## config.mk

```make
export PLATFORM = sky130hd
export DESIGN_NAME = mem_stage_flat
export DESIGN_NICKNAME = d
export VERILOG_FILES = /design/src/rtl/mem_stage_pkg.sv /design/src/rtl/mem_stage_if.sv /design/src/rtl/mem_wb_reg.sv /design/src/rtl/mem_stage.sv /design/src/flat_wrapper.sv
export SDC_FILE = /design/constraint.sdc
export NUM_CORES = 1
export LEC_CHECK = 0
export ABC_CLOCK_PERIOD_IN_PS = 2280
export CAP_MARGIN = 20
export CORE_MARGIN = 1
export CORE_UTILIZATION = 25
export CTS_CLUSTER_DIAMETER = 50
export CTS_CLUSTER_SIZE = 30
export DETAILED_ROUTE_END_ITERATION = 10
export DONT_BUFFER_PORTS = 1
export PLACE_DENSITY = 0.45
export SYNTH_ARGS = -nofsm -noshare
export SYNTH_HDL_FRONTEND = slang
export SYNTH_SLANG_ARGS = --single-unit
```

## constraint.sdc

```tcl
create_clock -name clk -period 2.28 [get_ports clk]
set_input_delay 0.456 -clock clk [delete_from_list [all_inputs] [get_ports clk]]
set_output_delay 0.456 -clock clk [all_outputs]
set_load 0.1 [all_outputs]
```

## src/rtl/mem_stage_pkg.sv

```systemverilog
// rtl/mem_stage_pkg.sv - shared types and widths for the MEM pipeline stage
package mem_stage_pkg;

    localparam int WORD_W   = 32;
    localparam int REG_ID_W = 5;

    typedef enum logic [1:0] {
        ST_IDLE = 2'd0,
        ST_REQ  = 2'd1,
        ST_WAIT = 2'd2
    } state_e;

endpackage

```

## src/rtl/mem_stage_if.sv

```systemverilog
// rtl/mem_stage_if.sv - request/grant data-memory port between MEM stage and memory
interface mem_stage_if;
    import mem_stage_pkg::*;

    logic              dmem_req;
    logic              dmem_we;
    logic [WORD_W-1:0] dmem_addr;
    logic [WORD_W-1:0] dmem_wdata;
    logic              dmem_gnt;
    logic              dmem_rvalid;
    logic [WORD_W-1:0] dmem_rdata;

    modport master (
        output dmem_req, dmem_we, dmem_addr, dmem_wdata,
        input  dmem_gnt, dmem_rvalid, dmem_rdata
    );

    modport slave (
        input  dmem_req, dmem_we, dmem_addr, dmem_wdata,
        output dmem_gnt, dmem_rvalid, dmem_rdata
    );

endinterface

```

## src/rtl/mem_wb_reg.sv

```systemverilog
// rtl/mem_wb_reg.sv - MEM/WB pipeline register; a disabled cycle inserts a bubble
module mem_wb_reg
    import mem_stage_pkg::*;
(
    input  logic                clk,
    input  logic                rst,
    input  logic                en,
    input  logic [WORD_W-1:0]   data_i,
    input  logic [REG_ID_W-1:0] reg_id_i,
    input  logic                reg_write_i,
    output logic [WORD_W-1:0]   data_o,
    output logic [REG_ID_W-1:0] reg_id_o,
    output logic                reg_write_o
);

    logic [WORD_W-1:0]   data_q, data_d;
    logic [REG_ID_W-1:0] reg_id_q, reg_id_d;
    logic                reg_write_q, reg_write_d;

    // A bubble only kills the write strobe; data and id keep their last values.
    always_comb begin
        data_d      = data_q;
        reg_id_d    = reg_id_q;
        reg_write_d = 1'b0;
        if (en) begin
            data_d      = data_i;
            reg_id_d    = reg_id_i;
            reg_write_d = reg_write_i;
        end
    end

    always_ff @(posedge clk) begin
        if (rst) begin
            data_q      <= '0;
            reg_id_q    <= '0;
            reg_write_q <= 1'b0;
        end else begin
            data_q      <= data_d;
            reg_id_q    <= reg_id_d;
            reg_write_q <= reg_write_d;
        end
    end

    assign data_o      = data_q;
    assign reg_id_o    = reg_id_q;
    assign reg_write_o = reg_write_q;

endmodule

```

## src/rtl/mem_stage.sv

```systemverilog
// rtl/mem_stage.sv - MEM stage: data-memory access FSM, stall generation, branch resolve, MEM/WB
// Optional alignment trap enabled by defining MEM_STAGE_MISALIGN_CHK_EN.
module mem_stage
    import mem_stage_pkg::*;
(
    input  logic                clk,
    input  logic                rst,
    input  logic [WORD_W-1:0]   result_i,
    input  logic [WORD_W-1:0]   read_data2_i,
    input  logic                zero_i,
    input  logic                branch_i,
    input  logic                mem_read_i,
    input  logic                mem_write_i,
    input  logic                mem_to_reg_i,
    input  logic                reg_write_i,
    input  logic [REG_ID_W-1:0] reg_id_w_i,
    input  logic [WORD_W-1:0]   branch_pc_i,
    mem_stage_if.master         dmem,
    output logic                stall_o,
    output logic                pc_src_o,
    output logic [WORD_W-1:0]   branch_target_o,
    output logic                flush_o,
    output logic [WORD_W-1:0]   wb_data_o,
    output logic [REG_ID_W-1:0] wb_reg_id_o,
    output logic                wb_reg_write_o,
    output logic                misalign_o
);

    state_e            state_q, state_d;
    logic [WORD_W-1:0] addr_q, addr_d;
    logic [WORD_W-1:0] wdata_q, wdata_d;
    logic              we_q, we_d;

    logic              mem_op;
    logic              misalign_hit;
    logic              stall;
    logic              load_done;
    logic [WORD_W-1:0] wb_data_in;
    logic              wb_write_in;

    assign mem_op = mem_read_i | mem_write_i;

`ifdef MEM_STAGE_MISALIGN_CHK_EN
    assign misalign_hit = (state_q == ST_IDLE) && mem_op && (result_i[1:0] != 2'b00);
`else
    assign misalign_hit = 1'b0;
`endif

    always_comb begin
        state_d   = state_q;
        addr_d    = addr_q;
        wdata_d   = wdata_q;
        we_d      = we_q;
        stall     = 1'b0;
        load_done = 1'b0;
        case (state_q)
            ST_IDLE: begin
                // A write wins when both read and write are flagged.
                if (mem_op && !misalign_hit) begin
                    state_d = ST_REQ;
                    addr_d  = result_i;
                    wdata_d = read_data2_i;
                    we_d    = mem_write_i;
                    stall   = 1'b1;
                end
            end
            ST_REQ: begin
                stall = !(dmem.dmem_gnt && we_q);
                if (dmem.dmem_gnt) begin
                    state_d = we_q ? ST_IDLE : ST_WAIT;
                end
            end
            ST_WAIT: begin
                stall = !dmem.dmem_rvalid;
                if (dmem.dmem_rvalid) begin
                    state_d   = ST_IDLE;
                    load_done = 1'b1;
                end
            end
            default: begin
                state_d = ST_IDLE;
            end
        endcase
    end

    always_ff @(posedge clk) begin
        if (rst) begin
            state_q <= ST_IDLE;
            addr_q  <= '0;
            wdata_q <= '0;
            we_q    <= 1'b0;
        end else begin
            state_q <= state_d;
            addr_q  <= addr_d;
            wdata_q <= wdata_d;
            we_q    <= we_d;
        end
    end

    assign dmem.dmem_req   = (state_q == ST_REQ);
    assign dmem.dmem_we    = we_q;
    assign dmem.dmem_addr  = addr_q;
    assign dmem.dmem_wdata = wdata_q;

    assign stall_o = stall;

    // Load data is forwarded straight from the memory port in its rvalid cycle.
    assign wb_data_in  = (mem_to_reg_i && load_done) ? dmem.dmem_rdata : result_i;
    assign wb_write_in = reg_write_i && (reg_id_w_i != '0) && !misalign_hit;

    mem_wb_reg u_mem_wb_reg (
        .clk         (clk),
        .rst         (rst),
        .en          (!stall),
        .data_i      (wb_data_in),
        .reg_id_i    (reg_id_w_i),
        .reg_write_i (wb_write_in),
        .data_o      (wb_data_o),
        .reg_id_o    (wb_reg_id_o),
        .reg_write_o (wb_reg_write_o)
    );

`ifdef MEM_STAGE_MISALIGN_CHK_EN
    logic misalign_q, misalign_d;

    always_comb begin
        misalign_d = misalign_hit;
    end

    always_ff @(posedge clk) begin
        if (rst) begin
            misalign_q <= 1'b0;
        end else begin
            misalign_q <= misalign_d;
        end
    end

    assign misalign_o = misalign_q;
`else
    assign misalign_o = 1'b0;
`endif

    assign pc_src_o        = branch_i & zero_i;
    assign branch_target_o = branch_pc_i;
    assign flush_o         = pc_src_o;

endmodule

```

## src/flat_wrapper.sv

```systemverilog
// flat-port wrapper written by rule: the top's interface ports become plain ports
module mem_stage_flat import mem_stage_pkg::*;
  (clk, rst, result_i, read_data2_i, zero_i, branch_i, mem_read_i, mem_write_i, mem_to_reg_i, reg_write_i, reg_id_w_i, branch_pc_i, stall_o, pc_src_o, branch_target_o, flush_o, wb_data_o, wb_reg_id_o, wb_reg_write_o, misalign_o, dmem_dmem_req, dmem_dmem_we, dmem_dmem_addr, dmem_dmem_wdata, dmem_dmem_gnt, dmem_dmem_rvalid, dmem_dmem_rdata);
  mem_stage_if dmem_i ();
  input  logic clk;
  input  logic rst;
  input  logic [WORD_W-1:0] result_i;
  input  logic [WORD_W-1:0] read_data2_i;
  input  logic zero_i;
  input  logic branch_i;
  input  logic mem_read_i;
  input  logic mem_write_i;
  input  logic mem_to_reg_i;
  input  logic reg_write_i;
  input  logic [REG_ID_W-1:0] reg_id_w_i;
  input  logic [WORD_W-1:0] branch_pc_i;
  output logic stall_o;
  output logic pc_src_o;
  output logic [WORD_W-1:0] branch_target_o;
  output logic flush_o;
  output logic [WORD_W-1:0] wb_data_o;
  output logic [REG_ID_W-1:0] wb_reg_id_o;
  output logic wb_reg_write_o;
  output logic misalign_o;
  output wire logic [$bits(dmem_i.dmem_req)-1:0] dmem_dmem_req;
  output wire logic [$bits(dmem_i.dmem_we)-1:0] dmem_dmem_we;
  output wire logic [$bits(dmem_i.dmem_addr)-1:0] dmem_dmem_addr;
  output wire logic [$bits(dmem_i.dmem_wdata)-1:0] dmem_dmem_wdata;
  input wire logic [$bits(dmem_i.dmem_gnt)-1:0] dmem_dmem_gnt;
  input wire logic [$bits(dmem_i.dmem_rvalid)-1:0] dmem_dmem_rvalid;
  input wire logic [$bits(dmem_i.dmem_rdata)-1:0] dmem_dmem_rdata;
  assign dmem_dmem_req = dmem_i.dmem_req;
  assign dmem_dmem_we = dmem_i.dmem_we;
  assign dmem_dmem_addr = dmem_i.dmem_addr;
  assign dmem_dmem_wdata = dmem_i.dmem_wdata;
  assign dmem_i.dmem_gnt = dmem_dmem_gnt;
  assign dmem_i.dmem_rvalid = dmem_dmem_rvalid;
  assign dmem_i.dmem_rdata = dmem_dmem_rdata;
  mem_stage u_core (.clk(clk), .rst(rst), .result_i(result_i), .read_data2_i(read_data2_i), .zero_i(zero_i), .branch_i(branch_i), .mem_read_i(mem_read_i), .mem_write_i(mem_write_i), .mem_to_reg_i(mem_to_reg_i), .reg_write_i(reg_write_i), .reg_id_w_i(reg_id_w_i), .branch_pc_i(branch_pc_i), .dmem(dmem_i), .stall_o(stall_o), .pc_src_o(pc_src_o), .branch_target_o(branch_target_o), .flush_o(flush_o), .wb_data_o(wb_data_o), .wb_reg_id_o(wb_reg_id_o), .wb_reg_write_o(wb_reg_write_o), .misalign_o(misalign_o));
endmodule
```

==> out/qor.yml <==
final_layout:
  seq_area_sq_um: 2100
  multi_input_area_sq_um: 1730
  drive_gt1_frac: 0.250
  layout.nets: 694
  syn_to_final_growth_pct: 24.3
  design_area_sq_um: 5260
  n_antenna_cell: 0
  nFillCells: 1751
detailed_routing:
  vias: 3501
  drt_iter0_markers: 106
  ant_nets: 0
  viasPerCell: 4.51
  wirelength_microns: 11900
  drcViolationCount: 0
  wire_per_inst_microns: 15.3
  firstDrtPassIters: 4
pwr:
  powerDensity_nw_per_um2: 1160
  ir_worst_vdd_v: 0.000428
  total_leakage_power_nw: 2.39
place:
  gp_congestion: 0.732
  dpl_cell_area_sq_um: 4970
  portBuffers: 0
  hpwl_microns: 8460
worst_setup_path:
  reg2reg_from: "u_core.state_q[1]"
  reg2reg_depth: 5
  arrival_ps: 1600
  cp_slowest_cell: "dfxtp_1"
  rr_endpoint: "u_core.u_mem_wb_reg.data_o[14]"
  cp-start-kind: "flop"
  cp-endpoint: "stall_o"
  cp-end-kind: "output pin"
  rrSetupSlack_ps: 530
  critical_path_class: "flop to output pin"
  crit_chain: "nor3b_2 -> a221oi_4 -> inv_2"
  critPathLaunch: "u_core.state_q[1]"
  required_ps: 1820
  crit_buf_inv: 1
  critPathMaxStageDelay_ps: 440
  critPathTopFamily: "flip-flops"
  path_max_fanout: 5
  worstSetupPathDepth: 3
cts:
  cts.sinks: 105
  cts_buffers: 9
  insertion_delay_ps: 350
  cts_hold_buf: 0
  h-tree-depth: 3
  cts.path.max_buffers: 2
  cts_tree: "done"
  cts_root_buffer: "clkbuf_16"
  clk_pin_slew_worst_paths_ps: 80
grt:
  grt_max_degree: 106
  antenna_found_initial: 0
  grt_pass1_vias: 3403
  grt_pass1_wl_microns: 18200
  grt.total_usage: 0.135
  grt_overflow: 0
sta:
  tns_ps: 0
  timing.final.crit_share: 0.901
  worst_pin_slew_ps: 547
  setup_viol: 0
  hold_viol_final: 0
  period_needed_ps: 2050
  relSlewSlack: 0.639
  finalClockSkew_ps: 7.06
  fmax_mhz: 487
  rsz0062_at_grt: "no"
  final-max-slew-violation-count: 0
floorplanning:
  dieArea_sq_um: 17400
  placement_rows: 47
  chipWidth_microns: 132
  start_util: 0.256
  chipHeight_microns: 132
  ios: 283
  fp.coreArea_sq_um: 16500
synth:
  ys_seq_area_frac: 0.497
  synth_seq_cells: 105
  synth_top_family_by_area: "simple AND/OR/NAND/NOR gates"
  yosys.area_share.adder: 0
  yosys_warnings: 0
  synthXorXnorAreaFrac: 0
  yosysUniqueCellTypes: 23
  syn_area_sq_um: 4230
  synth-simple-area-share: 0.170
  synth-compound-area-share: 0.143
  syn_area_per_cell_sq_um: 8.51
  syn-instance-count: 497
  syn_nets: 640
  muxShareOfSynthArea: 0.0903
min_path:
  hp-class: "primary input to flop"
outcome:
  outcome: "completed"
flow_run:
  maxCapViolCount: 0
==> kinds of logic (layout without fill, tap and decap cells) <==
kind of cell / after synthesis / after routing
multiplexers: 38 / 38
other: 1 / 1
flip-flops: 105 / 105
AND/OR/NAND/NOR: 182 / 182
buffers and inverters: 71 / 130
AO/OA/AOI/OAI: 100 / 100
==> worst min-delay path by stage <==
stage / from / end / slack, ps / depth (start not counted)
final: rst / u_core.dmem.dmem_addr[12] / 170 / 1
after global routing: rst / u_core.u_mem_wb_reg.data_o[12] / 150 / 1
after CTS: rst / u_core.dmem.dmem_addr[12] / 160 / 1
after detailed placement: u_core.dmem.dmem_wdata[26] / u_core.dmem.dmem_wdata[26] / 440 / 2
after global placement: u_core.dmem.dmem_addr[12] / u_core.dmem.dmem_addr[12] / 440 / 2
after floorplan: u_core.state_q[1] / u_core.state_q[1] / 530 / 2
==> final cells by class <==
| class | count | area share |
|---|---|---|
| clock buffer | 9 | 0.0429 |
| clock inverter | 7 | 0.0112 |
| inverter | 1 | 0.000714 |
| multi-input combinational | 321 | 0.329 |
| sequential | 105 | 0.400 |
| tap | 220 | 0.0524 |
| timing repair buffer | 113 | 0.164 |
==> synthesized netlist by cell type, drive strengths merged <==
| library cell | n | share of area |
|---|---|---|
| nand2 | 131 | 0.12 |
| dfxtp | 105 | 0.50 |
| a21oi | 66 | 0.078 |
| buf | 49 | 0.079 |
| nor2 | 41 | 0.036 |
| mux2i | 37 | 0.088 |
| a211oi | 32 | 0.057 |
| clkbuf | 21 | 0.019 |
| and2 | 2 | 0.0030 |
| a221oi | 1 | 0.0062 |
| a22oi | 1 | 0.0018 |
| conb | 1 | 0.00089 |
| inv | 1 | 0.00089 |
| mux2 | 1 | 0.0027 |
| nand2b | 1 | 0.0015 |
| nand4b | 1 | 0.0021 |
| nor2b | 1 | 0.0015 |
| nor3 | 1 | 0.0012 |
| nor3b | 1 | 0.0018 |
| nor4b | 1 | 0.0036 |
| or2 | 1 | 0.0015 |
| or4 | 1 | 0.0018 |
==> flip-flops by register name (all words and copies together), names as in the netlist <==
register and count:
u_core.dmem.dmem_wdata 32, u_core.dmem.dmem_we 1, u_core.state_q 2, u_core.u_mem_wb_reg.reg_write_o 1, u_core.dmem.dmem_addr 32, u_core.u_mem_wb_reg.reg_id_o 5, u_core.u_mem_wb_reg.data_o 32
==> cell usage in the layout (no fill, tap or decap), drive strengths merged, types with 2 or more instances in the layout <==
master | netlist | routed
a211oi | 32 | 32
a21oi | 66 | 66
and2 | 2 | 2
buf | 49 | 113
clkbuf | 21 | 9
dfxtp | 105 | 105
inv | 1 | 6
mux2i | 37 | 37
nand2 | 131 | 131
nor2 | 41 | 41
==> metal layers <==
layer / GRT usage / wire [microns] / part of all wire / up-vias
met3: 0.0561 / 1070 / 0.090 / 26
met2: 0.218 / 5610 / 0.47 / 160
met5: 0 / 0 / 0 / -
met1: 0.156 / 4970 / 0.42 / 1584
met4: 0.0581 / 245 / 0.021 / 0
li1: - / - / - / 1731
==> stage by stage <==
step	utilization	cells	total power, mW	setup slack (ps)	hold slack, ps
after CTS	0.318	776	6.21	49.2	158
after floorplan	-	497	4.48	125	531
after detailed placement	0.301	760	4.67	313	442
after global routing	0.318	776	6.40	127	150
after global placement	0.301	760	4.64	378	437
final	0.318	776	6.12	226	171
==> power by group <==
| part | total (mW) | switching [mW] | internal [mW] |
|---|---|---|---|
| Sequential | 2.11 | 0.0704 | 2.04 |
| Clock | 1.52 | 0.752 | 0.764 |
| Combinational | 2.49 | 2.02 | 0.471 |
| Total | 6.12 | 2.85 | 3.28 |
==> timing repair <==
action / 4_1_cts / 5_1_grt
resized for setup: 0 / 1
endpoints found under the hold margin: 0 / 0
setup buffers: 0 / 0
setup endpoints to repair: 0 / 1
Power figures use the tool's default switching activity.
